$ cat src/rtl/pong_timer_pkg.sv
// pong_timer_pkg: shared states, BCD limits and helpers for the match timer
package pong_timer_pkg;

    typedef enum logic [1:0] {
        ST_IDLE    = 2'd0,
        ST_RUN     = 2'd1,
        ST_PAUSE   = 2'd2,
        ST_EXPIRED = 2'd3
    } state_t;

    localparam logic [3:0] SEC_T_MAX = 4'd5;
    localparam logic [3:0] DIGIT_MAX = 4'd9;
    localparam int unsigned TICK_DIV_HW = 100_000_000;

    // Saturate each preset digit to its legal BCD range
    function automatic logic [11:0] clamp_preset(input logic [3:0] m, input logic [3:0] t, input logic [3:0] o);
        return {(m > DIGIT_MAX) ? DIGIT_MAX : m,
                (t > SEC_T_MAX) ? SEC_T_MAX : t,
                (o > DIGIT_MAX) ? DIGIT_MAX : o};
    endfunction

    // One-second decrement of a packed {min, sec_t, sec_o} BCD value
    function automatic logic [11:0] bcd_dec(input logic [11:0] v);
        if (v[3:0] != 4'd0)
            return {v[11:4], v[3:0] - 4'd1};
        if (v[7:4] != 4'd0)
            return {v[11:8], v[7:4] - 4'd1, DIGIT_MAX};
        return {v[11:8] - 4'd1, SEC_T_MAX, DIGIT_MAX};
    endfunction

endpackage

$ cat src/rtl/tick_prescaler.sv
// tick_prescaler: divides the system clock into a one-cycle tick every TICK_DIV enabled cycles
module tick_prescaler #(
    parameter int unsigned TICK_DIV = 4,
    parameter int unsigned CNT_W    = 3
) (
    input  logic clock,
    input  logic rst_n,
    input  logic en,
    input  logic clr,
    output logic tick
);

    logic [CNT_W-1:0] count;

    assign tick = en && (count == CNT_W'(TICK_DIV - 1));

    // Count only while enabled; hold otherwise so a paused second resumes where it stopped
    always_ff @(posedge clock) begin
        if (!rst_n || clr)
            count <= '0;
        else if (en)
            count <= tick ? '0 : count + CNT_W'(1);
    end

endmodule

$ cat src/rtl/match_timer_ctrl.sv
// match_timer_ctrl: start/pause/abort FSM and BCD mm:ss countdown for the pong match clock
module match_timer_ctrl
    import pong_timer_pkg::*;
#(
    parameter int unsigned TICK_DIV = TICK_DIV_HW,
    parameter int unsigned CNT_W    = 27
) (
    input  logic       clock,
    input  logic       rst_n,
    input  logic       start,
    input  logic       pause_tgl,
    input  logic       abort,
    input  logic [3:0] load_min,
    input  logic [3:0] load_sec_t,
    input  logic [3:0] load_sec_o,
    output logic [3:0] min,
    output logic [3:0] sec_t,
    output logic [3:0] sec_o,
    output logic       running,
    output logic       paused,
    output logic       expired,
    output logic       expire_pulse,
    output logic       tick_1hz
);

    state_t      state, state_n;
    logic [11:0] disp, disp_n, preset, dec;
    logic        tick_n, xp_n, clr, presc_tick;

    tick_prescaler #(.TICK_DIV(TICK_DIV), .CNT_W(CNT_W)) u_presc (
        .clock(clock),
        .rst_n(rst_n),
        .en   (state == ST_RUN),
        .clr  (clr),
        .tick (presc_tick)
    );

    assign preset = clamp_preset(load_min, load_sec_t, load_sec_o);
    assign dec    = bcd_dec(disp);

    assign {min, sec_t, sec_o} = disp;
    assign running = state == ST_RUN;
    assign paused  = state == ST_PAUSE;
    assign expired = state == ST_EXPIRED;

    // Register state, display digits and the two pulse outputs
    always_ff @(posedge clock) begin
        if (!rst_n) begin
            state        <= ST_IDLE;
            disp         <= '0;
            tick_1hz     <= 1'b0;
            expire_pulse <= 1'b0;
        end else begin
            state        <= state_n;
            disp         <= disp_n;
            tick_1hz     <= tick_n;
            expire_pulse <= xp_n;
        end
    end

    // Next state and datapath: abort beats start beats pause_tgl
    always_comb begin
        state_n = state;
        disp_n  = disp;
        tick_n  = 1'b0;
        xp_n    = 1'b0;
        clr     = 1'b0;
        if (abort) begin
            state_n = ST_IDLE;
            disp_n  = preset;
            clr     = 1'b1;
        end else if ((state == ST_IDLE || state == ST_EXPIRED) && start) begin
            clr     = 1'b1;
            disp_n  = preset;
            xp_n    = preset == 12'd0;
            state_n = (preset == 12'd0) ? ST_EXPIRED : ST_RUN;
        end else if (state == ST_IDLE) begin
            disp_n = preset;
        end else if (state == ST_RUN && presc_tick) begin
            disp_n  = dec;
            tick_n  = 1'b1;
            xp_n    = dec == 12'd0;
            state_n = (dec == 12'd0) ? ST_EXPIRED : pause_tgl ? ST_PAUSE : ST_RUN;
        end else if (state == ST_RUN && pause_tgl) begin
            state_n = ST_PAUSE;
        end else if (state == ST_PAUSE && pause_tgl) begin
            state_n = ST_RUN;
        end
    end

endmodule
$ cat config.mk
export PLATFORM = sky130hd
export DESIGN_NAME = match_timer_ctrl
export DESIGN_NICKNAME = d
export VERILOG_FILES = /design/src/rtl/pong_timer_pkg.sv /design/src/rtl/tick_prescaler.sv /design/src/rtl/match_timer_ctrl.sv
export SDC_FILE = /design/constraint.sdc
export NUM_CORES = 1
export LEC_CHECK = 0
export ABC_CLOCK_PERIOD_IN_PS = 3740
export CORE_ASPECT_RATIO = 0.8
export CORE_MARGIN = 4
export CORE_UTILIZATION = 57
export CTS_CLUSTER_DIAMETER = 120
export DETAILED_ROUTE_END_ITERATION = 8
export PLACE_DENSITY_LB_ADDON = 0.3
export SLEW_MARGIN = 25
export SYNTH_ARGS = -nofsm -noshare
export SYNTH_HDL_FRONTEND = slang
export SYNTH_SLANG_ARGS = --single-unit
$ cat constraint.sdc
create_clock -name clock -period 3.74 [get_ports clock]
set_clock_uncertainty 0.2 [all_clocks]
set_input_delay 1.122 -clock clock [delete_from_list [all_inputs] [get_ports clock]]
set_output_delay 1.122 -clock clock [all_outputs]
set_load 0.05 [all_outputs]
-- Word level (Yosys, flattened, before mapping)
Index checks and enable logic that the tools add are counted.
- bits in latches: 0
- output and inout port bits: 17
- bits in read-only memories: 0
- word-level logic and storage cells: 65
- bits in writable memories: 0
- memories: 0
- register bits after elaboration: 43
- reductions and logical operators: 18
- bitwise gates (word level): 1
- shift operators: 0
- div/mod/pow operators: 0
- $mul: 0
- muxes and demuxes: 29
- equal/unequal tests: 5
- add/sub/neg operators: 4
- order comparisons: 3
- operators by type and width (operator ; count):
    12-bit two-way mux ; 8
    27-bit by 1-bit adder with 27-bit output (second input constant) ; 1
    27-bit == test (second input constant) ; 1
    27-bit two-way mux ; 1
    12-bit logical NOT ; 2
    2-bit two-way mux ; 8
    4-bit nonzero test ; 4
    4-bit two-way mux ; 3
    4-bit by 1-bit subtractor with 4-bit output (second input constant) ; 3
    1-bit two-way mux ; 9
    4-bit > comparator (second input constant) ; 2
    1-bit logical AND ; 5
    2-bit == test (second input constant) ; 2
    4-bit by 3-bit > comparator with 1-bit output (second input constant) ; 1
    4-bit OR reduction ; 1
    2-bit by 1-bit == test with 1-bit output (second input constant) ; 1
    2-bit logical NOT ; 1
    1-bit logical OR ; 2
    2-bit by 1-bit != test with 1-bit output (second input constant) ; 1
    2-bit AND reduction ; 1
    2-bit OR reduction ; 1
    1-bit logical NOT ; 1
    1-bit inverter ; 1

-- Depth between registers and ports, before layout
Gate-level depths: netlist (run 1).
- depth after elaboration: 10
- mapped depth: 9
- mapped depth without buffers: 7

-- Cells and area by module
From an unflattened synthesis (run 1), not the netlist that was laid out.
- cell total of the unflattened synthesis: 268
- area, all modules: 2413.6 um^2
- by module, submodules not included (module ; times used ; area an instance (um^2) ; cells an instance ; sequential area each (um^2)):
    tick_prescaler ; 1 ; 1433.9 ; 156 ; 540.5
    match_timer_ctrl ; 1 ; 979.7 ; 112 ; 320.3

-- Worst setup path after synthesis (run 1)
Ideal clock, no wire load.
- path type: register to register
- start: register state[1]
- end: register state[1]
- data required time: 3.420 ns
- cell stages (with the launch flop): 10
- buffers on the path: 2
- clock period less this slack: 2.899 ns
- arrival: 2.579 ns
- path slack: 0.841 ns
- path through: dfxtp_1 inv_1 ha_1 buf_2 and4_1 nand4_1 or2_1 buf_2 a221o_1 o31a_1
- word-level cells in the longest chain between the ends: 6
- elaborated cells between the ends (all ways): 17
- ends and longest elaborated chain (element ; line ; source):
    from (decl) ; match_timer_ctrl.sv:26 ; state_t state, state_n;
    from (signal assigned) ; match_timer_ctrl.sv:54 ; state <= state_n;
    2-bit by 1-bit == test with 1-bit output * ; n/a ;
    via running ; match_timer_ctrl.sv:19 ; output logic running,
    1-bit logical AND (on tied branches) ; match_timer_ctrl.sv:84, tick_prescaler.sv:15 ;
    2-bit two-way mux or 1-bit logical AND (tied branches) ; match_timer_ctrl.sv:84, match_timer_ctrl.sv:79 ;
    2-bit two-way mux ; match_timer_ctrl.sv:79 ; end else if (state == ST_RUN && presc_tick) begin
    2-bit two-way mux ; match_timer_ctrl.sv:77 ; end else if (state == ST_IDLE) begin
    2-bit two-way mux ; match_timer_ctrl.sv:72 ; end else if ((state == ST_IDLE || state == ST_EXPIRED) && start) begin
The timed path passes the listed nets; every way through them passes the cells marked *. The select of a mux whose other input is x is not followed.
A chain may end at the register's enable or synchronous reset.

-- Final worst setup path (run 1)
- start: register state[1]
- end: output running
- word-level cells in the longest chain between the ends: 1
- ends and longest elaborated chain (element ; line ; source):
    2-bit by 1-bit == test with 1-bit output ; match_timer_ctrl.sv:42 ; assign running = state == ST_RUN;
    to (decl) ; match_timer_ctrl.sv:19 ;
Every way passes these cells.

==> flow_metrics.py, run 1 <==
metrics = {
    "status": {
        "outcome": "completed",
    },
    "power": {
        "power_density_nw_per_um2": 325,
        "p_total_w": 0.000916,
        "ir_drop_v": 0.000285,
        "power_leakage_nw": 0.942,
    },
    "run": {
        "drv_cap": 0,
    },
    "detailed_routing": {
        "drc": 0,
        "detailedRoute.firstIterationViolations": 203,
        "num_vias": 2202,
        "avgRoutedWirePerCell_um": 15.2,
        "wirelength_mm": 5.56,
        "viasPerCell": 6.02,
        "antenna_left": 0,
        "drt_pass1_iterations": 5,
    },
    "grt": {
        "met2_usage": 0.333,
        "grt-busiest-layer": "met2",
        "grt_use_met1": 0.332,
        "antenna_found_initial": 0,
        "grt_pass1_vias": 1975,
        "overflow": 0,
        "grt_max_degree": 28,
        "grt_pass1_wl_mm": 9.41,
        "use_met3": 0.0370,
        "gr-usage-all-layers": 0.225,
    },
    "cts": {
        "numCtsBuffers": 5,
        "postCtsSetupRepairBufs": 0,
        "cts_tree": "yes",
        "holdBufCountCts": 0,
        "cts_root_buf": "clkbuf_8",
        "insertion_delay_ps": 300,
        "post_cts_resized": 0,
        "clockBufferDepth": 2,
        "cts-htree-levels": 2,
        "cts_sinks": 43,
        "clk_pin_slew_worst_paths_ps": 90,
    },
    "hold_path": {
        "min_delay_path_depth": 2,
        "hp-class": "reg2reg",
        "hold_end": "disp[7]$_SDFFE_PN0P_",
        "min_from": "disp[7]$_SDFFE_PN0P_",
    },
    "sta": {
        "period_minus_slack_ps": 3350,
        "drv_slew": 0,
        "worst_slew_pin_slew_ps": 583,
        "hold_viol_final": 0,
        "rsz0062_at_grt": "no",
        "relSlewSlack": 0.608,
        "min_period_over_period": 0.896,
        "fin_setup_tns_ps": 0,
        "fin_ws_ps": 389,
        "max_freq_mhz": 298,
        "finalSetupViolations": 0,
    },
    "logic_synthesis": {
        "ys_types": 48,
        "synthTopCellsByArea": "dfxtp_1 (37%), xor2_1 (7.1%), nor2_1 (6.6%), nor4_1 (3.7%), xnor2_1 (3.7%)",
        "synth-seq-area-share": 0.367,
        "synth-seq-cells": 43,
        "synth_edf_count": 0,
        "yosysTopAreaCell": "dfxtp_1",
        "syn_inst": 277,
        "netlist_area_um2": 2340,
        "synth_ff_type": "dfxtp_1",
        "avgSynthCellArea_um2": 8.46,
        "synthArstFlopShare": 0,
        "yosys_warnings": 0,
        "yosysTopAreaCellShare": 0.367,
        "syn_nets": 300,
    },
    "setup_path": {
        "criticalPathCategory": "reg2out",
        "worstPathMaxFanout": 10,
        "reg2reg_from": "state[1]$_SDFFE_PP0P_",
        "r2r-end": "state[1]$_SDFFE_PP0P_",
        "reg2reg_depth": 7,
        "start_kind": "flop",
        "crit_path_end_kind": "output pin",
        "cp.required_ps": 2420,
        "reg2reg_setup_slack_ps": 900,
        "worst_ep_arrival_time_ps": 2030,
    },
    "layout": {
        "synthToLayoutAreaGrowth_pct": 20.1,
        "final_cell_mix": "dfxtp_1 (43), nor2_1 (41), clkdlybuf4s50_1 (33)",
        "nets": 333,
        "finalCoreUtilization": 0.726,
        "nFillCells": 312,
        "antennaDiodeCount": 0,
        "drive_above_1_share": 0.0611,
        "final_common_cell": "dfxtp_1",
    },
    "die": {
        "pin_count": 34,
        "die_h_um": 65.4,
        "die-area_um2": 5210,
        "rows": 20,
        "coreArea_um2": 3880,
        "die_w_um": 79.7,
        "start_util": 0.605,
    },
    "placement": {
        "portBuffers": 33,
        "dp_hpwl_mm": 4.09,
        "gp_congestion": 0.881,
        "post-place-ws_ps": 519,
    },
}
[per-layer routing]
layer / up-vias / share of wire / wire [um]
met3: 7 / 0.065 / 362
met2: 76 / 0.43 / 2400
met1: 1037 / 0.49 / 2730
met5: - / 0 / 0
met4: 0 / 0.012 / 66
li1: 1082 / - / -
[worst max-delay path: stages, from the launching register on]
cell and delay [ps]:
dfxtp_1 350, inv_1 110, ha_1 390, clkdlybuf4s50_1 880
[cells in the mapped netlist, types with 2 or more instances]
master,n
a2111oi_0,2
a211oi_1,4
a21oi_1,7
a31oi_1,3
and2_1,2
and3_1,7
and4_1,7
buf_2,3
clkbuf_1,9
dfxtp_1,43
ha_1,6
inv_1,7
mux2i_1,2
nand2_1,16
nand3_1,8
nand4_1,13
nand4b_1,2
nor2_1,41
nor2b_1,4
nor3_1,9
nor4_1,14
o211ai_1,2
o21a_1,3
o21ai_0,5
o31a_1,2
o31ai_1,3
or3_1,2
or4_1,3
or4b_1,2
xnor2_1,10
xor2_1,19
[power by group]
part           total [W]  leakage [nW]  switching [W]  internal, W
clock           0.000294        0.0477       0.000166     0.000128
sequential      0.000482         0.349      0.0000153     0.000466
combinational   0.000140         0.545      0.0000835    0.0000567
[flip-flops by register name (all words and copies together) (netlist names)]
name and count:
u_presc.count 27, disp 12, state 2, expire_pulse 1, tick_1hz 1
[stage by stage]
step	hold WS, ps	cells	area [um^2]
after floorplan	272	277	2340
after global placement	291	358	2730
after detailed placement	293	358	2730
after CTS	304	366	2820
after global routing	339	366	2820
final	306	366	2820
[logic make-up after synthesis]
family	share of synthesized area
AO/OA/AOI/OAI	0.113
XOR/XNOR	0.108
adder cells (fa/ha/maj)	0.0320
buffers and inverters	0.0336
flip-flops	0.367
multiplexers	0.0133
AND/OR/NAND/NOR	0.333
[worst max path at each step]
stage	from	end	cells after the start
2_1_floorplan	state[1]$_SDFFE_PP0P_	state[1]$_SDFFE_PP0P_	9
3_3_place_gp	start	disp[4]$_SDFFE_PN0P_	6
3_5_place_dp	start	disp[4]$_SDFFE_PN0P_	6
4_1_cts	state[1]$_SDFFE_PP0P_	running	3
5_1_grt	state[1]$_SDFFE_PP0P_	running	3
6_report	state[1]$_SDFFE_PP0P_	running	3
[layout make-up]
class | instances | area, um^2 | share of cell area
Multi-Input combinational cell | 214 | 1410 | 0.499
Sequential cell | 43 | 861 | 0.306
Timing Repair Buffer | 38 | 368 | 0.131
Clock buffer | 5 | 68.8 | 0.0244
Tap cell | 55 | 68.8 | 0.0244
Inverter | 8 | 30.0 | 0.0107
Clock inverter | 3 | 15.0 | 0.00533
Power figures use the tool's default switching activity.
==> run 2, diff against run 1 <==
- CORE_MARGIN: 4 -> 3
- GPL_ROUTABILITY_DRIVEN: not set -> 0
- GPL_TIMING_DRIVEN: not set -> 0
==> run 2 against run 1 <==
Routed wire length down 0.29%. Register-to-register slack better by 70 ps. Highest routed layer unchanged. Critical endpoint is now disp[3]$_SDFFE_PN0P_. Clock power up 11%. Critical path type is now in2reg. Die area down 5.5%.
==> flow_metrics.py, run 2 (same netlist as run 1, synthesis figures left out) <==
metrics = {
    "status": {
        "outcome": "completed",
    },
    "layout": {
        "antennaDiodeCount": 0,
        "final_common_cell": "dfxtp_1",
        "final_cell_mix": "dfxtp_1 (43), nor2_1 (41), clkdlybuf4s50_1 (32)",
        "drive_above_1_share": 0.0599,
        "reg_top3": "u_presc.count (27), disp (12), state (2)",
        "nFillCells": 310,
        "largest_reg_flops": 27,
        "regMostFlops": "u_presc.count",
        "nets": 339,
        "synthToLayoutAreaGrowth_pct": 21.5,
    },
    "die": {
        "rows": 20,
        "coreArea_um2": 3880,
        "start_util": 0.605,
        "die_w_um": 77.7,
        "die-area_um2": 4920,
        "pin_count": 34,
        "die_h_um": 63.4,
    },
    "placement": {
        "dp_hpwl_mm": 4.15,
        "portBuffers": 32,
    },
    "sta": {
        "finalSetupViolations": 0,
        "period_minus_slack_ps": 3250,
        "min_period_over_period": 0.868,
        "max_freq_mhz": 308,
        "hold_viol_final": 0,
        "worst_slew_pin_slew_ps": 926,
        "whs_ps": 305,
        "drv_slew": 0,
        "rsz0062_at_grt": "no",
        "fin_setup_tns_ps": 0,
        "relSlewSlack": 0.378,
    },
    "detailed_routing": {
        "dr_wl_met3_um": 377,
        "antenna_left": 0,
        "wirelength_mm": 5.55,
        "viasPerCell": 5.91,
        "drt_pass1_iterations": 4,
        "avgRoutedWirePerCell_um": 14.9,
        "wl_met2_mm": 2.37,
        "highest_layer": "met4",
        "drc": 0,
        "num_vias": 2200,
        "detailedRoute.firstIterationViolations": 216,
        "drt-met1-wl_mm": 2.73,
    },
    "hold_path": {
        "min_from": "disp[7]$_SDFFE_PN0P_",
        "hp-class": "reg2reg",
    },
    "setup_path": {
        "crit_path_end_kind": "flop",
        "worst_ep_arrival_time_ps": 3270,
        "criticalPathCategory": "in2reg",
        "startpoint": "start",
        "reg2reg_from": "state[1]$_SDFFE_PP0P_",
        "start_kind": "input pin",
        "crit_slowest_cell": "clkdlybuf4s50_1",
        "worstPathMaxFanout": 10,
        "path_cells": "clkdlybuf4s50_1 -> nor2b_1 -> clkbuf_1 -> nor3_1 -> clkbuf_1 -> clkbuf_1 -> o211ai_1 -> a31oi_1",
        "cp.required_ps": 3760,
        "max_stage_delay_ps": 450,
        "crit_path_frequent_cell": "clkbuf_1",
    },
    "cts": {
        "cts_tree": "yes",
        "clockBufferDepth": 2,
        "insertion_delay_ps": 290,
        "clk_pin_slew_worst_paths_ps": 80,
        "cts_sinks": 43,
        "holdBufCountCts": 0,
        "post_cts_resized": 0,
        "cts-htree-levels": 2,
        "cts_root_buf": "clkbuf_8",
        "postCtsSetupRepairBufs": 0,
        "numCtsBuffers": 5,
    },
    "power": {
        "p_int_w": 0.000691,
        "sequentialPowerShare": 0.508,
        "power_density_nw_per_um2": 333,
        "switching_share": 0.271,
        "p_comb_frac": 0.149,
        "p_sw_w": 0.000257,
        "power_leakage_nw": 0.936,
        "ir_drop_v": 0.000244,
        "pwr-share-clk": 0.343,
    },
    "grt": {
        "grt_pass1_wl_mm": 9.66,
        "antenna_found_initial": 0,
        "gr-usage-all-layers": 0.240,
        "grt_pass1_vias": 2131,
        "grt_max_degree": 14,
        "overflow": 0,
    },
    "run": {
        "drv_cap": 0,
    },
}
## run 2: per-layer routing
metal / track usage / vias to the layer above
li1: - / 1102
met5: 0 / -
met4: 0.0711 / 0
met2: 0.350 / 78
met3: 0.0529 / 8
met1: 0.351 / 1012
## run 2: worst paths after layout
path	endpoint	slack, ps	depth (start not counted)
worst max-delay path	disp[3]$_SDFFE_PN0P_	490	8
worst min-delay path	disp[7]$_SDFFE_PN0P_	310	2
worst max register to register	state[1]$_SDFFE_PP0P_	970	9
worst min register to register	disp[7]$_SDFFE_PN0P_	310	2
## run 2: layout make-up
type / count / area (um^2) / area share
Sequential cell: 43 / 861 / 0.302
Clock inverter: 1 / 7.51 / 0.00264
Inverter: 8 / 30.0 / 0.0105
Clock buffer: 7 / 96.3 / 0.0338
Timing Repair Buffer: 32 / 320 / 0.112
Buffer: 12 / 48.8 / 0.0171
Multi-Input combinational cell: 214 / 1420 / 0.497
Tap cell: 55 / 68.8 / 0.0242
## run 2: power groups by stage
stage	Clock (W)	Sequential [W]	Combinational, W
3_3_place_gp	0	0.000492	0.000137
4_1_cts	0.000331	0.000481	0.000140
3_5_place_dp	0	0.000492	0.000140
2_1_floorplan	0	0.000516	0.0000623
6_report	0.000325	0.000481	0.000141
5_1_grt	0.000353	0.000484	0.000153
## run 2: through the flow
| step | utilization | power [W] | setup slack (ps) | instances | instance area, um^2 |
|---|---|---|---|---|---|
| after global placement | 0.705 | 0.000628 | 323 | 364 | 2730 |
| final | 0.735 | 0.000948 | 493 | 372 | 2850 |
| after global routing | 0.735 | 0.000989 | 267 | 372 | 2850 |
| after floorplan | - | 0.000578 | 841 | 277 | 2340 |
| after detailed placement | 0.706 | 0.000631 | 222 | 364 | 2740 |
| after CTS | 0.733 | 0.000953 | 534 | 372 | 2840 |
## run 2: critical path: cells and delay by family
kind	cells	cell delay (ps)
AO/OA/AOI/OAI	2	350
AND/OR/NAND/NOR	2	360
buffers and inverters	4	1430
==> run 3, diff against run 2 <==
- ABC_CLOCK_PERIOD_IN_PS: 3740 -> not set
- CELL_PAD_IN_SITES_DETAIL_PLACEMENT: not set -> 1
- CELL_PAD_IN_SITES_GLOBAL_PLACEMENT: not set -> 1
- CORE_UTILIZATION: 57 -> 44
==> run 3 against run 2 <==
Register-to-register slack got worse by 40 ps. Sequential share of layout area increased by 0.15 points. Power decreased by 2.8%. Largest cell class unchanged. Die area increased by 27%. Sequential cell count unchanged.
==> flow_metrics.py, run 3 (same netlist as run 1, synthesis figures left out) <==
metrics = {
    "status": {
        "outcome": "completed",
    },
    "setup_path": {
        "criticalPathCategory": "in2reg",
        "crit_path_end_kind": "flop",
        "worstPathMaxFanout": 10,
        "reg2reg_setup_slack_ps": 930,
        "r2r-end": "disp[3]$_SDFFE_PN0P_",
        "worst_ep_arrival_time_ps": 3400,
        "start_kind": "input pin",
        "reg2reg_from": "state[1]$_SDFFE_PP0P_",
        "reg2reg_depth": 9,
        "cp.required_ps": 3760,
    },
    "placement": {
        "portBuffers": 32,
        "dp_hpwl_mm": 5.00,
        "dp.cells": 371,
        "dpl_cell_area_um2": 2750,
    },
    "hold_path": {
        "hold_end": "disp[7]$_SDFFE_PN0P_",
        "min_delay_path_depth": 2,
        "hp-class": "reg2reg",
        "min_from": "disp[7]$_SDFFE_PN0P_",
    },
    "power": {
        "pwr-share-clk": 0.318,
        "ir_drop_v": 0.000218,
        "sequentialPowerShare": 0.524,
        "power_density_nw_per_um2": 325,
        "p_int_w": 0.000654,
        "power_leakage_nw": 0.928,
        "p_sw_w": 0.000267,
        "p_comb_frac": 0.158,
        "switching_share": 0.290,
        "p_total_w": 0.000921,
    },
    "cts": {
        "cts-htree-levels": 2,
        "cts_sinks": 43,
        "insertion_delay_ps": 290,
        "clk_pin_slew_worst_paths_ps": 80,
        "clockBufferDepth": 2,
        "cts_tree": "yes",
        "post_cts_resized": 0,
        "postCtsSetupRepairBufs": 0,
        "holdBufCountCts": 0,
        "numCtsBuffers": 5,
        "cts_root_buf": "clkbuf_8",
    },
    "sta": {
        "min_period_over_period": 0.903,
        "drv_slew": 0,
        "max_freq_mhz": 296,
        "fin_setup_tns_ps": 0,
        "period_minus_slack_ps": 3380,
        "worst_slew_pin_slew_ps": 789,
        "hold_viol_final": 0,
        "rsz0062_at_grt": "no",
        "finalSetupViolations": 0,
        "whs_ps": 309,
        "relSlewSlack": 0.470,
    },
    "layout": {
        "finalNonFillerCells": 379,
        "final_common_cell": "dfxtp_1",
        "synthToLayoutAreaGrowth_pct": 20.9,
        "reg_top3": "u_presc.count (27), disp (12), state (2)",
        "largest_reg_flops": 27,
        "regMostFlops": "u_presc.count",
        "drive_above_1_share": 0.0536,
        "final_cell_mix": "dfxtp_1 (43), nor2_1 (41), clkdlybuf4s50_1 (32)",
        "antennaDiodeCount": 0,
        "final_area_um2": 2840,
        "nets": 339,
    },
    "die": {
        "die-area_um2": 6250,
        "coreArea_um2": 5060,
        "rows": 23,
        "die_w_um": 87.6,
        "start_util": 0.463,
        "pin_count": 34,
        "die_h_um": 71.3,
    },
    "detailed_routing": {
        "detailedRoute.firstIterationViolations": 87,
        "avgRoutedWirePerCell_um": 17.5,
        "antenna_left": 0,
        "num_vias": 2244,
        "wirelength_mm": 6.62,
        "drt_pass1_iterations": 4,
        "viasPerCell": 5.92,
        "drc": 0,
    },
    "grt": {
        "overflow": 0,
        "gr-usage-all-layers": 0.219,
        "grt_max_degree": 13,
        "grt_pass1_vias": 2183,
        "grt_pass1_wl_mm": 10.9,
        "antenna_found_initial": 0,
    },
    "run": {
        "drv_cap": 0,
    },
}
run 3: critical path, cell delays in order:
cell	delay, ps
clkdlybuf4s50_1	470
nor2b_1	170
clkbuf_1	190
nor3_1	250
clkbuf_1	410
clkbuf_1	460
o211ai_1	170
a31oi_1	150
run 3: power by group through the flow:
stage / registers (W) / clock network, W / logic [W]
global placement: 0.000493 / 0 / 0.000140
finish: 0.000482 / 0.000293 / 0.000146
detailed placement: 0.000493 / 0 / 0.000144
CTS: 0.000482 / 0.000301 / 0.000145
global route: 0.000485 / 0.000326 / 0.000157
floorplan: 0.000516 / 0 / 0.0000623
run 3: worst max path at each step:
| stage | startpoint | end | slack [ps] | cells past startpoint |
|---|---|---|---|---|
| after floorplan | state[1]$_SDFFE_PP0P_ | state[1]$_SDFFE_PP0P_ | 840 | 9 |
| after global placement | start | disp[3]$_SDFFE_PN0P_ | 190 | 8 |
| after detailed placement | start | disp[3]$_SDFFE_PN0P_ | 110 | 8 |
| after CTS | start | disp[3]$_SDFFE_PN0P_ | 410 | 8 |
| after global routing | start | disp[3]$_SDFFE_PN0P_ | 210 | 8 |
| final | start | disp[3]$_SDFFE_PN0P_ | 360 | 8 |
run 3: layout make-up:
class,instances,area (um^2)
Timing Repair Buffer,32,320
Clock buffer,7,76.3
Buffer,12,48.8
Clock inverter,1,5.00
Fill cell,633,2230
Inverter,8,30.0
Sequential cell,43,861
Multi-Input combinational cell,214,1420
Tap cell,62,77.6
run 3: metal layers:
layer / track usage / vias up / part of all wire / wire length (um)
li1: - / 1087 / - / -
met1: 0.328 / 1106 / 0.51 / 3350
met2: 0.319 / 42 / 0.44 / 2900
met3: 0.0437 / 9 / 0.044 / 290
met4: 0.0613 / 0 / 0.012 / 79
met5: 0 / - / 0 / 0
run 3: metrics by stage:
step           worst slack [ps]   util
2_1_floorplan               841      -
3_3_place_gp                193  0.542
3_5_place_dp                113  0.543
4_1_cts                     411  0.559
5_1_grt                     210  0.560
6_report                    362  0.560
